## src/rtl/pc_unit.sv

```systemverilog
// pc_unit: program counter with INC/ABS/REL updates and a two-cycle little-endian vector fetch
module pc_unit #(
   parameter int ADDR_W = 16,
   parameter int DATA_W = 8,
   parameter int OFF_W = 8,
   parameter logic [ADDR_W-1:0] RST_VEC = 16'hFFFC
) (
   input  logic              clk,
   input  logic              rst_n,
   input  logic [2:0]        ps,
   input  logic [ADDR_W-1:0] pc_in,
   input  logic [OFF_W-1:0]  offset,
   input  logic [ADDR_W-1:0] vec_base,
   input  logic [DATA_W-1:0] data_in,
   output logic [ADDR_W-1:0] pc_out,
   output logic [ADDR_W-1:0] vec_addr,
   output logic              vec_rd,
   output logic              busy,
   output logic              page_cross,
   output logic              err
);
   localparam logic [1:0] RUN = 2'd0, V_LO = 2'd1, V_HI = 2'd2;
   localparam logic [2:0] INC = 3'd1, ABS = 3'd2, REL = 3'd3, VEC = 3'd4;
   logic [1:0] state;
   logic [ADDR_W-1:0] vbase, rel_pc, next_pc;
   logic [DATA_W-1:0] lo;
   always_comb begin
      rel_pc = pc_out + {{(ADDR_W-OFF_W){offset[OFF_W-1]}}, offset};
      next_pc = ps == INC ? pc_out + ADDR_W'(1) : ps == ABS ? pc_in : ps == REL ? rel_pc : pc_out;
      vec_addr = state == V_HI ? vbase + ADDR_W'(1) : vbase;
      busy = state != RUN;
      vec_rd = busy;
   end
   always_ff @(posedge clk)
      if (!rst_n) begin
         state <= V_LO;
         vbase <= RST_VEC;
         pc_out <= '0;
         page_cross <= 1'b0;
         err <= 1'b0;
         lo <= '0;
      end else if (state == V_LO) begin
         lo <= data_in;
         state <= V_HI;
      end else if (state == V_HI) begin
         pc_out <= {data_in, lo};
         state <= RUN;
      end else begin
         pc_out <= next_pc;
         page_cross <= ps == REL && rel_pc[ADDR_W-1:8] != pc_out[ADDR_W-1:8];
         err <= err | (ps > VEC);
         if (ps == VEC) begin
            vbase <= vec_base;
            state <= V_LO;
         end
      end
endmodule

```

## config.mk

```make
export PLATFORM = sky130hd
export DESIGN_NAME = pc_unit
export DESIGN_NICKNAME = d
export VERILOG_FILES = /design/src/rtl/pc_unit.sv
export SDC_FILE = /design/constraint.sdc
export NUM_CORES = 1
export LEC_CHECK = 0
export CORE_ASPECT_RATIO = 1.25
export CORE_MARGIN = 2
export CORE_UTILIZATION = 42
export CTS_CLUSTER_SIZE = 20
export DETAILED_ROUTE_END_ITERATION = 16
export PLACE_DENSITY_LB_ADDON = 0.25
export RECOVER_POWER = 25
export SKIP_CTS_REPAIR_TIMING = 1
export SYNTH_ARGS = -nofsm -noshare
export SYNTH_HDL_FRONTEND = slang
export SYNTH_SLANG_ARGS = --single-unit
```

## constraint.sdc

```tcl
create_clock -name clk -period 2.95 [get_ports clk]
set_input_delay 0.59 -clock clk [delete_from_list [all_inputs] [get_ports clk]]
set_output_delay 0.59 -clock clk [all_outputs]
set_load 0.005 [all_outputs]
```

## Word level (Yosys, flattened, before mapping)

Cells that the tools add are included.

- Register bits: 44
- Input bits: 53
- Output and inout bits: 36
- Logic and storage cells: 35

- Add/sub/neg operators: 3
- Magnitude comparators: 1
- Equality and inequality tests: 7
- Muxes and demuxes: 8
- Bitwise logic cells: 3
- Reduce and logical (&&, ||, !) cells: 7

Operator list:

| operator | count |
|---|---|
| $mux 16 | 5 |
| $add 16x1->16 const B | 2 |
| $add 16x16->16 | 1 |
| $ne 8x8->1 | 1 |
| $eq 3x2->1 const B | 2 |
| $mux 2 | 3 |
| $reduce_and 2->1 | 2 |
| $reduce_bool 4->1 | 1 |
| $eq 3x1->1 const B | 1 |
| $eq 3x3->1 const B | 1 |
| $gt 3x3->1 const B | 1 |
| $reduce_and 3->1 | 1 |
| $reduce_bool 3->1 | 1 |
| $eq 2x1->1 const B | 1 |
| $eq 2x2->1 const B | 1 |
| $not 1->1 | 2 |
| $reduce_bool 2->1 | 1 |
| $logic_and 1x1->1 | 1 |
| $or 1x1->1 | 1 |

## Logic depth before layout (Yosys ltp)

Gate-level depths: netlist of the first run.

- Depth in word-level cells: 5
- Gate-level depth with buffers: 10
- Mapped depth without buffers: 10

## Least setup slack after synthesis of the first run

No wires, ideal clock.

- Path type: input to register
- From: input port offset[0]
- To: register page_cross
- Library setup time: 0.117 ns
- Arrival: 2.698 ns
- Required time: 2.833 ns
- Slack: 0.135 ns
- Stages on the path: 10
- Buffers on the path: 0
- Path through: ha_1 > fa_1 > a21o_1 > a221oi_2 > a211o_1 > nand4_1 > xnor2_1 > nor4_1 > nand4_1 > a32o_1

- Cells in the longest elaborated chain, start to end: 3

Ends and longest elaborated chain:

| item | line | RTL |
|---|---|---|
| start, declared | 12 | `input logic [OFF_W-1:0] offset,` |
| $add 16x16->16 | 28 | `rel_pc = pc_out + {{(ADDR_W-OFF_W){offset[OFF_W-1]}}, offset};` |
| $ne 8x8->1 | 50 | `page_cross <= ps == REL && rel_pc[ADDR_W-1:8] != pc_out[ADDR_W-1:8];` |
| $logic_and 1x1->1 | 50 |  |
| end signal, assigned | 50 |  |
| end, declared | 19 | `output logic page_cross,` |

Every way passes these cells.
A chain may end at the register's enable or synchronous reset.

## Final worst setup path of the first run

- From: input port offset[7]
- To: register page_cross

Same word-level chain as after synthesis.

==> summary.txt, run 1 <==
Layout
  – Antenna diodes: 0
  – Post-layout util: 0.614
  – Fillers: 756
  – Final instance area: 5000 µm²
  – Nets: 660
  – Layout cells sized above 1: 0.152
  – Area grow syn2layout: 43.1%

Power and ir drop
  – Switching Fraction: 0.416
  – Pwr Total: 3.54 mW
  – Net Sw Power: 1.47 mW
  – VDD IR-drop max: 0.000480 V
  – Clk pwr share: 0.104
  – Flop pwr share: 0.255
  – Power Density: 709 nW/µm²
  – Combinational share of power: 0.641
  – Cell Int Power: 2.07 mW
  – Pleak: 2.15 nW

Detailed routing
  – Antenna viol nets, final: 0
  – Drt pass-1 iters: 5
  – DR vias: 3886
  – Starting DRT DRC Count: 227
  – Drt wl/cell: 16.1 µm
  – Post-Route WL: 11000 µm
  – Drt drc: 0
  – Avg Vias per Cell: 5.69

Global routing
  – GR Util met3: 0.0272
  – Vias in the first global route: 3632
  – Global route hottest layer: met2
  – First-pass GRT wire length: 17500 µm
  – GRT met1 Usage: 0.294
  – GRT overflow: 0
  – Largest net degree at the start of global routing: 41
  – Grt met2 use: 0.426
  – Antenna violations before repair: 0
  – Gr usage total: 0.238

Synthesis
  – Synth top area share: 0.252
  – EDFF count, synth: 0
  – Top FF cell, synth: dfxtp_1
  – Post-Syn Instances: 463
  – Seq/Total Area, Yosys: 0.252
  – Count leader, synth: nand2_1
  – Synthesized flop and latch total: 44
  – Avg Inst Size Synth: 7.55 µm²
  – Yosys cell types: 56
  – Synth top area cells: dfxtp_1 (25%), nand2_1 (7.5%), ha_1 (7.2%), xnor2_1 (5.8%), xor2_1 (5.0%)
  – Syn. warnings: 0
  – Synth top cells by count: nand2_1 (70), dfxtp_1 (44), nor2_1 (42)
  – Async set or reset register ratio after synthesis: 0
  – Post-Syn Area: 3490 µm²
  – Leading area contributor after synthesis: dfxtp_1
  – Syn nets: 537

Timing
  – Worst Clk Skew: 4.70 ps
  – Max Fclk: 341 MHz
  – PnR worst setup slack: 19.6 ps
  – Final setup viols: 0
  – Min Tclk post-route: 2930 ps
  – Endpoints failing hold: 0
  – Final Cycle Share: 0.993
  – Setup TNS: 0 ps
  – Slew Limit Headroom: 0.238
  – Slew Viols, Final: 0
  – Worst-Margin Slew: 1140 ps
  – RSZ-0062 raised after global routing: yes

Place
  – GP Congestion: 0.931
  – HPWL after DPL: 8510 µm
  – IO buf count: 88
  – Dpl cell area: 4780 µm²
  – Dpl ws: -483 ps

Hold path
  – Hold path start: err$_SDFFE_PN0P_
  – Worst Hold Path EP: err$_SDFFE_PN0P_
  – Worst Hold Depth: 2
  – Worst Hold Class: reg2reg

CTS
  – TritonCTS Buffers: 5
  – CTS tree: done
  – Max Root-Sink Buffers: 2
  – Reg clk slew, reported paths: 80 ps
  – CTS sink count: 44
  – H-tree levels: 2
  – Clk_lat worst skew: 290 ps
  – Root buffer cell: clkbuf_8

Setup path
  – Worst R2R End: page_cross$_SDFFE_PN0P_
  – Worst EP required: 3140 ps
  – Arrival time worst endpoint: 3120 ps
  – Crit end category: flop
  – WS Path Type: in2reg
  – CP max stage delay: 470 ps
  – Critical path fanouts, max: 7
  – R2R cell count: 9
  – CP Launch Point: offset[7]
  – Critical Path Slowest Stage Cell: clkdlybuf4s50_1
  – Worst R2R Start: pc_out[1]$_SDFFE_PN0P_
  – CP Launch Type: primary input
  – Worst R2R Setup Slack: 320 ps
  – CP cell instances: clkdlybuf4s50_1 -> buf_6 -> ha_1 -> a21o_1 -> a31o_1 -> nor3b_1 -> a211oi_2 -> xnor2_1 -> nor4_2 -> nand4_1 -> a32o_1

Floorplan
  – Core Area: 8150 µm²
  – Row Count: 37
  – Chip height: 106 µm
  – Die W: 85.6 µm
  – Die Area: 9070 µm²
  – IO Count: 89
  – Initial Util: 0.429

Run
  – Max-Cap Viols: 0

Outcome
  – Status: complete, no violations
## power by group through the flow
stage / clock, mW / combinational [mW] / sequential, mW
detailed placement: 0 / 2.19 / 0.902
global route: 0.396 / 2.50 / 0.925
CTS: 0.369 / 2.21 / 0.892
global placement: 0 / 2.16 / 0.901
finish: 0.367 / 2.27 / 0.905
floorplan: 0 / 1.31 / 0.896
## kinds of logic after synthesis
family,synth area share
compound gates,0.221
simple gates,0.254
xor+xnor,0.121
mux,0.0319
buf+inv,0.0430
fa+ha+maj,0.0774
flops,0.252
## sequential cells by signal, indices dropped and copies added (netlist names)
register / cells
pc_out: 16
page_cross: 1
err: 1
lo: 8
vbase: 16
state: 2
## cell type report
cell class,count,area (µm²),area share
Tap cell,97,121,0.0243
Clock buffer,6,72.6,0.0145
Multi-Input combinational cell,383,2580,0.516
Inverter,8,30.0,0.00601
Timing Repair Buffer,144,1310,0.262
Clock inverter,1,5.00,0.00100
Sequential cell,44,882,0.176
## how the worst max path moves through the flow
stage,to,slack (ps),depth (start not counted)
after floorplan,page_cross$_SDFFE_PN0P_,140,10
after global placement,page_cross$_SDFFE_PN0P_,-450,11
after detailed placement,page_cross$_SDFFE_PN0P_,-480,11
after CTS,vec_addr[15],-200,9
after global routing,page_cross$_SDFFE_PN0P_,-60,13
final,page_cross$_SDFFE_PN0P_,20,11
## stage by stage
stage,hold WS (ps),instances
after global placement,467,673
after floorplan,460,463
after global routing,514,683
after detailed placement,471,673
after CTS,492,680
final,493,683
## critical path, delay by kind of cell
family | cells | cell delay, ps
adders and majority gates | 1 | 260
AOI/OAI and AO/OA | 4 | 890
and+or+nand+nor | 3 | 600
xor gates and xnor gates | 1 | 150
buffers and inverters | 2 | 640
## placed cells by master, fill, tap and decap left out, types with 4 or more instances in the layout
master	Yosys	routed
a211oi_1	13	12
a21o_1	9	9
a21oi_1	32	31
and3_1	9	8
buf_4	1	52
clkbuf_8	0	5
clkdlybuf4s50_1	0	77
dfxtp_1	44	43
dlygate4sd3_1	0	8
ha_1	20	14
ha_4	0	4
inv_1	8	8
mux2i_1	10	10
nand2_1	70	69
nand3_1	31	31
nand4_1	8	8
nor2_1	42	39
nor3_1	9	9
o211ai_1	7	7
o21ai_0	23	23
xnor2_1	23	23
xor2_1	20	20
## metal layers
layer,up-vias,wire (µm)
met4,0,274
met3,27,567
li1,1904,-
met2,143,5510
met1,1812,4620
met5,-,0
(Power assumes the default switching activity.)
==> run 2: changes to the inputs <==
Settings changed: HOLD_SLACK_MARGIN from default to 0.1.
==> results of run 2 <==
The final DEF is identical to that of run 1; final timing and power are the same.
==> run 3: changes to the inputs <==
Settings changed: HOLD_SLACK_MARGIN 0.1 to 0.05.
==> results of run 3 <==
The final DEF is identical to that of run 1; final timing and power are the same.
